[src/rtl/poly8_sdiv_32s_16s_32_seq.sv]
// Iterative radix-2 restoring signed divider, 32s / 16s -> 32s quotient, 16s remainder.
// C truncation semantics; one quotient bit per enabled cycle behind a start/done handshake.
module poly8_sdiv_32s_16s_32_seq #(
    parameter int unsigned ID         = 1,
    parameter int unsigned DIVIDEND_W = 32,
    parameter int unsigned DIVISOR_W  = 16
) (
    input  logic                  clk,
    input  logic                  reset,
    input  logic                  ce,
    input  logic                  start,
    input  logic [DIVIDEND_W-1:0] dividend0,
    input  logic [DIVISOR_W-1:0]  divisor0,
    output logic                  busy,
    output logic                  done,
    output logic [DIVIDEND_W-1:0] quotient,
    output logic [DIVISOR_W-1:0]  remainder
);

    if (DIVIDEND_W != 32 || DIVISOR_W != 16) begin : g_bad_cfg
        $error("poly8_sdiv instance %0d: only 32/16 widths are supported", ID);
    end

    localparam logic [1:0] StIdle = 2'd0;
    localparam logic [1:0] StCalc = 2'd1;
    localparam logic [1:0] StFix  = 2'd2;
    localparam logic [1:0] StDone = 2'd3;

    logic [1:0]  state_q, state_d;
    logic [4:0]  cnt_q, cnt_d;
    logic        sa_q, sa_d;
    logic        sb_q, sb_d;
    logic        dz_q, dz_d;
    logic [15:0] lo_q, lo_d;
    // dvd_q starts as |dividend| and fills with quotient bits from the right.
    logic [31:0] dvd_q, dvd_d;
    logic [15:0] dvs_q, dvs_d;
    logic [15:0] rem_q, rem_d;
    logic        busy_q, busy_d;
    logic        done_q, done_d;
    logic [31:0] quot_q, quot_d;
    logic [15:0] rmd_q, rmd_d;

    logic [16:0] rem_shift;
    logic [16:0] rem_sub;
    logic        q_bit;
    logic [31:0] q_fix;
    logic [15:0] r_fix;

    always_comb begin
        // Borrow out of the 17-bit trial subtraction decides the quotient bit.
        rem_shift = {rem_q, dvd_q[31]};
        rem_sub   = rem_shift - {1'b0, dvs_q};
        q_bit     = ~rem_sub[16];

        q_fix = (sa_q ^ sb_q) ? -dvd_q : dvd_q;
        r_fix = sa_q ? -rem_q : rem_q;
    end

    always_comb begin
        state_d = state_q;
        cnt_d   = cnt_q;
        sa_d    = sa_q;
        sb_d    = sb_q;
        dz_d    = dz_q;
        lo_d    = lo_q;
        dvd_d   = dvd_q;
        dvs_d   = dvs_q;
        rem_d   = rem_q;
        busy_d  = busy_q;
        done_d  = done_q;
        quot_d  = quot_q;
        rmd_d   = rmd_q;

        if (ce) begin
            unique case (state_q)
                StIdle: begin
                    done_d = 1'b0;
                    // The done cycle itself sits in idle; it must not launch.
                    if (start && !done_q) begin
                        sa_d    = dividend0[31];
                        sb_d    = divisor0[15];
                        dz_d    = (divisor0 == 16'd0);
                        lo_d    = dividend0[15:0];
                        dvd_d   = dividend0[31] ? -dividend0 : dividend0;
                        dvs_d   = divisor0[15] ? -divisor0 : divisor0;
                        rem_d   = '0;
                        cnt_d   = '0;
                        busy_d  = 1'b1;
                        state_d = StCalc;
                    end
                end
                StCalc: begin
                    rem_d = q_bit ? rem_sub[15:0] : rem_shift[15:0];
                    dvd_d = {dvd_q[30:0], q_bit};
                    cnt_d = cnt_q + 5'd1;
                    if (cnt_q == 5'd31) begin
                        state_d = StFix;
                    end
                end
                StFix: begin
                    if (dz_q) begin
                        quot_d = 32'hFFFF_FFFF;
                        rmd_d  = lo_q;
                    end else begin
                        quot_d = q_fix;
                        rmd_d  = r_fix;
                    end
                    state_d = StDone;
                end
                StDone: begin
                    done_d  = 1'b1;
                    busy_d  = 1'b0;
                    state_d = StIdle;
                end
                default: begin
                    state_d = StIdle;
                end
            endcase
        end
    end

    always_ff @(posedge clk or posedge reset) begin
        if (reset) begin
            state_q <= StIdle;
            cnt_q   <= '0;
            sa_q    <= 1'b0;
            sb_q    <= 1'b0;
            dz_q    <= 1'b0;
            lo_q    <= '0;
            dvd_q   <= '0;
            dvs_q   <= '0;
            rem_q   <= '0;
            busy_q  <= 1'b0;
            done_q  <= 1'b0;
            quot_q  <= '0;
            rmd_q   <= '0;
        end else begin
            state_q <= state_d;
            cnt_q   <= cnt_d;
            sa_q    <= sa_d;
            sb_q    <= sb_d;
            dz_q    <= dz_d;
            lo_q    <= lo_d;
            dvd_q   <= dvd_d;
            dvs_q   <= dvs_d;
            rem_q   <= rem_d;
            busy_q  <= busy_d;
            done_q  <= done_d;
            quot_q  <= quot_d;
            rmd_q   <= rmd_d;
        end
    end

    assign busy      = busy_q;
    assign done      = done_q;
    assign quotient  = quot_q;
    assign remainder = rmd_q;

endmodule
[config.mk]
export PLATFORM = sky130hd
export DESIGN_NAME = poly8_sdiv_32s_16s_32_seq
export DESIGN_NICKNAME = d
export VERILOG_FILES = /design/src/rtl/poly8_sdiv_32s_16s_32_seq.sv
export SDC_FILE = /design/constraint.sdc
export NUM_CORES = 1
export LEC_CHECK = 0
export ABC_AREA = 1
export BUFFER_PORTS_ARGS = -buffer_cell sky130_fd_sc_hd__buf_2
export CORE_MARGIN = 3
export CORE_UTILIZATION = 54
export DETAILED_ROUTE_END_ITERATION = 10
export GPL_ROUTABILITY_DRIVEN = 0
export PLACE_DENSITY = 0.84
export SETUP_SLACK_MARGIN = 0.1
export SLEW_MARGIN = 20
export SYNTH_ARGS = -nofsm -noshare
export SYNTH_HDL_FRONTEND = slang
export SYNTH_SLANG_ARGS = --single-unit
[constraint.sdc]
create_clock -name clk -period 4.5 [get_ports clk]
set_clock_uncertainty 0.1 [all_clocks]
set_input_delay 0.45 -clock clk [delete_from_list [all_inputs] [get_ports clk]]
set_output_delay 0.45 -clock clk [all_outputs]
set_load 0.05 [all_outputs]
==> results of run 1 <==
==> final timing paths <==
path	from	to
worst max-delay path	state_q[1]	dvd_q[9]
worst min-delay path	reset	remainder[11]
worst max register to register	state_q[1]	dvd_q[9]
worst min register to register	remainder[15]	remainder[15]
max in group asynchronous	reset	quotient[19]
min in group clk	divisor0[6]	dvs_q[6]
==> power breakdown <==
group / switching (uW) / internal (uW) / total, uW
registers: 542 / 1840 / 2380
clock network: 589 / 824 / 1410
logic: 3610 / 1530 / 5140
total: 4740 / 4190 / 8930
==> registers in the layout, indices dropped and copies added (netlist names) <==
signal	flops
done	1
sa_q	1
dvs_q	16
quotient	32
dz_q	1
sb_q	1
rem_q	16
lo_q	16
dvd_q	32
remainder	16
busy	1
state_q	2
cnt_q	5
==> worst register-to-register path: stages, from the launching register on <==
cell and delay, ps:
dfrtp_1 390, inv_1 90, ha_1 180, buf_4 260, inv_2 450, nor2_2 120
inv_2 120, nand2_4 180, inv_2 800, a21oi_1 140, nand2_1 130, o21ai_0 80
==> per-stage QoR <==
stage	hold slack, ps	power [uW]	instance area [um2]	instances
finish	24.6	8930	10800	1730
detailed placement	370	7360	10200	1698
global route	124	9610	10800	1730
floorplan	344	6200	9580	1415
CTS	189	8830	10700	1730
global placement	360	7210	10200	1698
==> layer usage <==
metal  GRT usage  routed length, um  vias to the layer above  part of all wire
li1            -                  -                     4739                 -
met1       0.397              11700                     4639              0.42
met2       0.435              12200                      568              0.44
met3      0.0783               3130                       70              0.11
met4      0.0901                730                        0             0.026
met5           0                  0                        -                 0
==> area by class of cell <==
class / count / area share
inverters: 179 / 0.0632
clock buffers: 17 / 0.0396
clock inverters: 15 / 0.0152
repair buffers: 106 / 0.0505
flip-flops and latches: 140 / 0.326
multi-input cells: 1048 / 0.479
well taps: 225 / 0.0262
==> kinds of logic (layout without fill, tap and decap cells) <==
| logic type | Yosys count | in the layout |
|---|---|---|
| simple gates | 770 | 770 |
| buf+inv | 227 | 317 |
| compound gates | 222 | 222 |
| flops | 140 | 140 |
| fa+ha+maj | 28 | 28 |
| xor+xnor | 27 | 27 |
| mux | 1 | 1 |
==> placed cells by master (no fill, tap or decap), drive strengths merged, types with 2 or more instances in the layout <==
master / n
buf: 106
nand3b: 9
xor2: 23
a21oi: 79
nor3: 12
nand3: 145
xnor2: 4
o211ai: 8
o22ai: 17
ha: 27
and2: 3
a22oi: 4
o31ai: 5
clkinv: 6
or2: 2
nand4: 18
clkbuf: 17
nor4: 2
inv: 182
bufinv: 2
dfrtp: 140
a22o: 2
clkinvlp: 4
nand2: 428
o21ai: 88
nor2: 150
a31oi: 15
==> impl_results.md, run 1 <==
* Status: finished clean
* Worst Tran Pin Value at between 900 and 1000 ps
* Starting DRT DRC Count at around 1100
* Num ports at about 100
* Filler cells at about 1600
* Global-route wire length before repair at roughly 45000 um
* Post-synthesis mux area share at 0.00104
* Slew Limit Fails at 0
* Leakage at about 0.0056 uW
* Endpoints failing setup at 0
* Fin Setup TNS at 0 ps
* Num rows at 48
* Worst Path Max Fanout at between 50 and 60
* Max_cap viols at 0
* Unrepaired setup endpoints after global routing: no
* Max incr delay on CP at approximately 800 ps
* Crit Path Category: flip-flop to flip-flop
* Sink Count at 140
* R2r setup slk at about 1300 ps
* Final ANT Viol Nets at 0
* Synth async-reset ratio at 1.00
* Simple-Gate Fraction of Synth Area at 0.345
* Post-CTS Setup Repair Bufs at 0
* Largest net degree at the start of global routing at between 100 and 150
* Xor/xnor share of the synthesized area at 0.0247
* CP Capture Type: flip-flop
* Adder-cell share of the synthesized area at 0.0373
* Final core occ at 0.619
* Via Count at approximately 10000
* Die area at 0.0194 mm2
* Worst VDD drop at around 480 uV
* Worst path slowest cell: inv_2
* Synthesized area at ~0.0096 mm2
* F_max at 0.316 GHz
* Nets@finish at between 1500 and 2000
* Die height at ~140 um
* Clock Tree Root: clkbuf_16
* Area Overhead vs Synth at 12.2%
* Final Hold Vio Count at 0
* DP Worst Slack at roughly 1500 ps
* Max H-tree Level at 4
* Main combinational cell family by area after synthesis: simple AND/OR/NAND/NOR gates
* Diode count at 0
* Drt drc at 0
* Clock latency on the worst-skew pair at approximately 430 ps
* Crit path depth at 11
* Core area at about 0.017 mm2
* Fin crit share at 0.703
* Synth area leader: dfrtp_1
* Flops & latches, synth at 140
* Most common cell on crit path: inv_2
* DRT Wirelength at between 20000 and 30000 um
* Post-DR wirelength/cell at 16.0 um
* Proportion of layout cells with a drive suffix above 1 at 0.115
* Synthesized Nets at roughly 1500
* Synth area leaders: dfrtp_1 37%, nand2_1 16%, nand3_1 7.5%
* CTS hold repair buffers at 0
* DP HPWL at approximately 20000 um
* Req. time, crit path at 4710 ps
* WP data arrival at 3370 ps
* CTS Buf Count at 17
* Synth warnings at 0
* Post-CTS Resized at 0
* Sequential fraction of the synthesis area at 0.366
* First-pass iteration count of the detailed router at 5
* Worst Path Buf+Inv at 5
* Die X at around 140 um
* Min-Delay Path Class: input port to asynchronous set/reset pin
* Commonest cells post-synth: 417 x nand2_1, 173 x inv_1, 143 x nand3_1
* TritonCTS clock tree: done
* Multi-input logic area at 0.00515 mm2
* Rel. slew slack at 0.337
* Initial Util at 0.552
* Vias/cell at approximately 5.8
* Mean area per synthesized cell at roughly 6.8 um2
* Netlist cell types at 49
* Register Area at 0.00350 mm2
* Delay-heaviest family, CP: buffers and inverters
* Worst setup SP type: flip-flop
* Clock transition at path regs at around 70 ps
* IO Port Bufs at approximately 100
* Initial antenna violation count at 0
* Vias in the first global route at around 9200
* Reg2Reg Depth at 11
* Post-Syn Instances at 1415
* Total gr overflow at 0
* Synth Area in Compound Gates at 0.130
* Most instantiated library cell after synthesis: nand2_1
* Pwr per Cell Area at ~830 mW/mm2
* Ys flop type: dfrtp_1
* Crit path time final at approximately 3200 ps
* Setup ws final at between 1000 and 1500 ps
* Clock buffer depth at 2
* Crit-path cells: inv_1 > ha_1 > buf_4 > inv_2 > nor2_2 > inv_2 > nand2_4 > inv_2 > a21oi_1 > nand2_1 > o21ai_0
* GRT Overall Usage at 0.285
* Post-synth EDFFs at 0
* Yosys top cell area share at 0.366
No activity file was read; power rests on OpenSTA's default activity.
==> inputs of run 2 (changes only) <==
==> constraint.sdc (replaced) <==
create_clock -name clk -period 2.7 [get_ports clk]
set_clock_uncertainty 0.1 [all_clocks]
set_input_delay 0.27 -clock clk [delete_from_list [all_inputs] [get_ports clk]]
set_output_delay 0.27 -clock clk [all_outputs]
set_load 0.05 [all_outputs]
==> impl_results.md, run 2 (synthesized netlist as in run 1, its figures left out) <==
* Worst Tran Pin Value at just under 900 ps
* Total gr overflow at 0
* Slew Limit Fails at 0
* Min-Delay Path Class: input port to flip-flop
* Hold endpoint: lo_q[10]
* Proportion of layout cells with a drive suffix above 1 at 0.122
* Worst setup SP type: flip-flop
* Req. time, crit path at 2920 ps
* TritonCTS clock tree: done
* Nets@finish at 1586
* Post-CTS Setup Repair Bufs at 0
* Worst Path Max Fanout at 17
* Crit Path Category: flip-flop to flip-flop
* WP data arrival at 2650 ps
* Sink Count at 140
* Final Hold Vio Count at 0
* Drt drc at 0
* Commonest non-fill, non-tap cell in the layout: nand2_1
* CP Capture Type: flip-flop
* Post-DR wirelength/cell at between 15 and 20 um
* Area Overhead vs Synth at 13.8%
* Crit-path cells: inv_1 > ha_1 > fa_1 > inv_1 > nand2_1 > nand2_1 > nand3_1 > nand2_2 > nand2_4 > nand2_4 > nand2_8 > nand2_8 > nand2_1 > nand3_1 > nand2_1
* Fin crit share at 0.901
* Die height at between 100 and 150 um
* WHS Path Cells at 3
* Vias in the first global route at approximately 9000
* Rel. slew slack at 0.405
* Most common cell on crit path: nand2_1
* Global-route wire length before repair at 45300 um
* Worst VDD drop at 802 uV
* Clock transition at path regs at ~70 ps
* Clock latency on the worst-skew pair at 430 ps
* Pwr per Cell Area at 1370 mW/mm2
* Endpoints failing setup at 0
* IO Port Bufs at 101
* Clock Tree Root: clkbuf_16
* Final ANT Viol Nets at 0
* Status: finished clean
* F_max at 0.411 GHz
* Core area at 0.0174 mm2
* Worst Path Buf+Inv at 2
* Diode count at 0
* R2r setup slk at approximately 270 ps
* Reg2Reg Depth at 15
* Multi-input logic area at around 0.0052 mm2
* GRT Overall Usage at 0.285
* Min-delay src: dividend0[10]
* Die area at ~0.019 mm2
* Initial antenna violation count at 0
* Fin Setup TNS at 0 ps
* Num rows at 48
* Max_cap viols at 0
* Die X at 139 um
* Register Area at around 0.0035 mm2
* Final Non-Filler Cells at about 1700
* CTS Buf Count at 17
* Max H-tree Level at 4
* Unrepaired setup endpoints after global routing: no
* Leakage at ~0.0057 uW
* Starting DRT DRC Count at roughly 1100
* Clock buffer depth at 2
* Worst path slowest cell: fa_1
* Worst R2R Start: dvd_q[31]
* Largest net degree at the start of global routing at 46
* First-pass iteration count of the detailed router at 6
* Num ports at 102
* Delay-heaviest family, CP: simple AND/OR/NAND/NOR gates
* FF-to-FF End: rem_q[9]
* Initial Util at 0.552
* Via Count at about 10000
* Vias/cell at between 5 and 6
* DRT Wirelength at about 28000 um
* DP HPWL at between 20000 and 25000 um
* Max incr delay on CP at ~400 ps
* Placed Instances at approximately 1700
* Filler cells at 1494
* Commonest cells after routing, fill and taps aside: 417 x nand2_1, 172 x inv_1, 143 x nand3_1
* Crit path time final at around 2400 ps
-- run 2: per-stage QoR --
stage,utilization,setup slack (ps),instance area (um2),total power [uW],hold slack (ps)
after floorplan,-,576,9590,10300,280
after global placement,0.592,391,10300,12100,359
after global routing,0.628,121,10900,16100,21.4
after detailed placement,0.592,288,10300,12300,361
final,0.628,268,10900,14900,26.9
after CTS,0.627,247,10900,14800,9.77
-- run 2: worst min-delay path: stages --
cell and delay, ps:
buf_2 140, nand2_1 70, nand2_1 40
-- run 2: per-layer routing --
| layer | GRT usage | part of all wire |
|---|---|---|
| met1 | 0.414 | 0.42 |
| met2 | 0.434 | 0.44 |
| met3 | 0.0600 | 0.11 |
| met4 | 0.0834 | 0.022 |
| met5 | 0 | 0 |
-- run 2: final cells by class --
class | count | share of cell area
timing repair buffer | 120 | 0.0622
clock inverter | 14 | 0.0138
clock buffer | 18 | 0.0403
tap | 225 | 0.0258
inverter | 179 | 0.0620
multi-input combinational | 1048 | 0.474
sequential | 140 | 0.321
-- run 2: repair_timing --
item	4_1_cts	5_1_grt
hold buffers	2	0
endpoints found under the hold margin	35	0
endpoints found under the setup margin	0	8
gates resized for setup	0	2
-- run 2: how the worst max path moves through the flow --
stage | startpoint | end | slack (ps) | depth (start not counted)
after floorplan | reset | busy | 580 | 1
after global placement | dvd_q[31] | rem_q[5] | 390 | 15
after detailed placement | dvd_q[31] | rem_q[14] | 290 | 15
after CTS | dvd_q[31] | rem_q[9] | 250 | 15
after global routing | dvd_q[31] | rem_q[13] | 120 | 15
final | dvd_q[31] | rem_q[9] | 270 | 15
-- run 2: report_power, final --
part           switching [uW]  total [uW]  internal [uW]
combinational            6060        8690           2630
clock                    1020        2350           1330
sequential                839        3900           3060
==> inputs of run 3 (changes only) <==
--- a/config.mk
+++ b/config.mk
@@ -12,6 +12,7 @@
 export DETAILED_ROUTE_END_ITERATION = 10
 export GPL_ROUTABILITY_DRIVEN = 0
 export PLACE_DENSITY = 0.84
+export REMOVE_ABC_BUFFERS = 1
 export SETUP_SLACK_MARGIN = 0.1
 export SLEW_MARGIN = 20
 export SYNTH_ARGS = -nofsm -noshare
==> impl_results.md, run 3 (synthesized netlist as in run 1, its figures left out) <==
* Fin crit share at 0.898
* Crit-path cells: inv_1 > ha_1 > fa_1 > inv_1 > nand2_1 > nand2_1 > nand3_1 > nand2_2 > nand2_4 > nand3_1 > nand3_1 > nand3_1 > nand2_1
* TritonCTS clock tree: done
* Largest net degree at the start of global routing at between 50 and 60
* Min-Delay Path Class: input port to flip-flop
* Worst VDD drop at 681 uV
* Die X at roughly 140 um
* Post-DR wirelength/cell at roughly 16 um
* Num rows at 48
* Worst setup SP type: flip-flop
* Filler cells at around 1500
* DP HPWL at about 20000 um
* Slew Limit Fails at 0
* Final core occ at 0.633
* Crit Path Category: flip-flop to flip-flop
* Final hold slack at between 10 and 15 ps
* Initial Util at 0.552
* Post-CTS Setup Repair Bufs at 0
* Die area at around 0.019 mm2
* WP data arrival at roughly 2700 ps
* Initial antenna violation count at 0
* Total gr overflow at 0
* Commonest cells after routing, fill and taps aside: 417 x nand2_1, 172 x inv_1, 143 x nand3_1
* Max H-tree Level at 4
* Global-route wire length before repair at 45500 um
* GRT Overall Usage at 0.285
* Unrepaired setup endpoints after global routing: no
* Vias in the first global route at 9339
* Pwr per Cell Area at approximately 1400 mW/mm2
* Drt drc at 0
* Proportion of layout cells with a drive suffix above 1 at 0.122
* Crit path time final at between 2000 and 2500 ps
* CTS Buf Count at 17
* DP Worst Slack at about 320 ps
* Clock Tree Root: clkbuf_16
* Via Count at ~9900
* Delay-heaviest family, CP: simple AND/OR/NAND/NOR gates
* Diode count at 0
* Most common cell on crit path: nand3_1
* Final Hold Vio Count at 0
* Worst Tran Pin Value at 822 ps
* Fin area at between 0.01 and 0.015 mm2
* Final ANT Viol Nets at 0
* Clock transition at path regs at 60 ps
* CP Capture Type: flip-flop
* Max incr delay on CP at roughly 400 ps
* First-pass iteration count of the detailed router at 5
* Max_cap viols at 0
* Setup ws final at between 200 and 300 ps
* IO Port Bufs at between 100 and 150
* F_max at approximately 0.41 GHz
* Leakage at about 0.0057 uW
* Clock latency on the worst-skew pair at 440 ps
* Num ports at 102
* Starting DRT DRC Count at roughly 950
* Area Overhead vs Synth at 14.6%
* Worst Path Buf+Inv at 2
* DRT Wirelength at 27400 um
* Worst Path Max Fanout at 7
* Nets@finish at around 1600
* Area after DPL at about 0.010 mm2
* Status: finished clean
* Worst path slowest cell: fa_1
* Rel. slew slack at 0.451
* Sink Count at 140
* Die height at 139 um
* Req. time, crit path at 2920 ps
* Clock buffer depth at 2
* Vias/cell at 5.68
* Commonest non-fill, non-tap cell in the layout: nand2_1
* Fin Setup TNS at 0 ps
* Endpoints failing setup at 0
* Core area at between 0.015 and 0.02 mm2
-- run 3: layout make-up --
cell class,count,area (um2),share of cell area
inverters,179,679,0.0619
clock buffers,18,429,0.0391
well taps,225,282,0.0256
clock inverters,14,241,0.0220
repair buffers,120,676,0.0615
flip-flops and latches,140,3500,0.319
multi-input cells,1048,5170,0.471
-- run 3: tightest hold or removal path: cells and delay by family --
kind	cells	cell delay (ps)
buffers and inverters	1	90
AOI/OAI and AO/OA	2	150
-- run 3: timing repair --
action	in CTS	in global routing
hold endpoints to repair	50	0
setup endpoints to repair	0	9
gates resized for setup	0	4
hold buffers	1	0
-- run 3: per-layer routing --
| metal | up-vias | track usage | wire length, um |
|---|---|---|---|
| li1 | 4763 | - | - |
| met1 | 4575 | 0.392 | 11700 |
| met2 | 491 | 0.459 | 12600 |
| met3 | 83 | 0.0507 | 2280 |
| met4 | 0 | 0.0968 | 862 |
| met5 | - | 0 | 0 |
-- run 3: report_power, final --
| part | switching, uW | leakage, uW | internal [uW] |
|---|---|---|---|
| sequential | 794 | 0.00168 | 3070 |
| combinational | 5970 | 0.00370 | 2650 |
| clock | 959 | 0.000324 | 1730 |
| total | 7730 | 0.00570 | 7450 |
-- run 3: final timing paths --
kind                       slack (ps)          start  cells past startpoint             to
max                               280      dvd_q[31]                     13       rem_q[4]
min                                10    divisor0[6]                      3       dvs_q[6]
max reg2reg                       280      dvd_q[31]                     13       rem_q[4]
min reg2reg                       380  remainder[15]                      2  remainder[15]
max in group asynchronous        1460          reset                      4   remainder[9]
min in group asynchronous         310          reset                      3    quotient[8]
-- run 3: through the flow --
step / cells / total power [uW]
finish: 1744 / 15200
global route: 1744 / 16400
CTS: 1744 / 15000
detailed placement: 1711 / 12200
global placement: 1711 / 11900
floorplan: 1367 / 10100
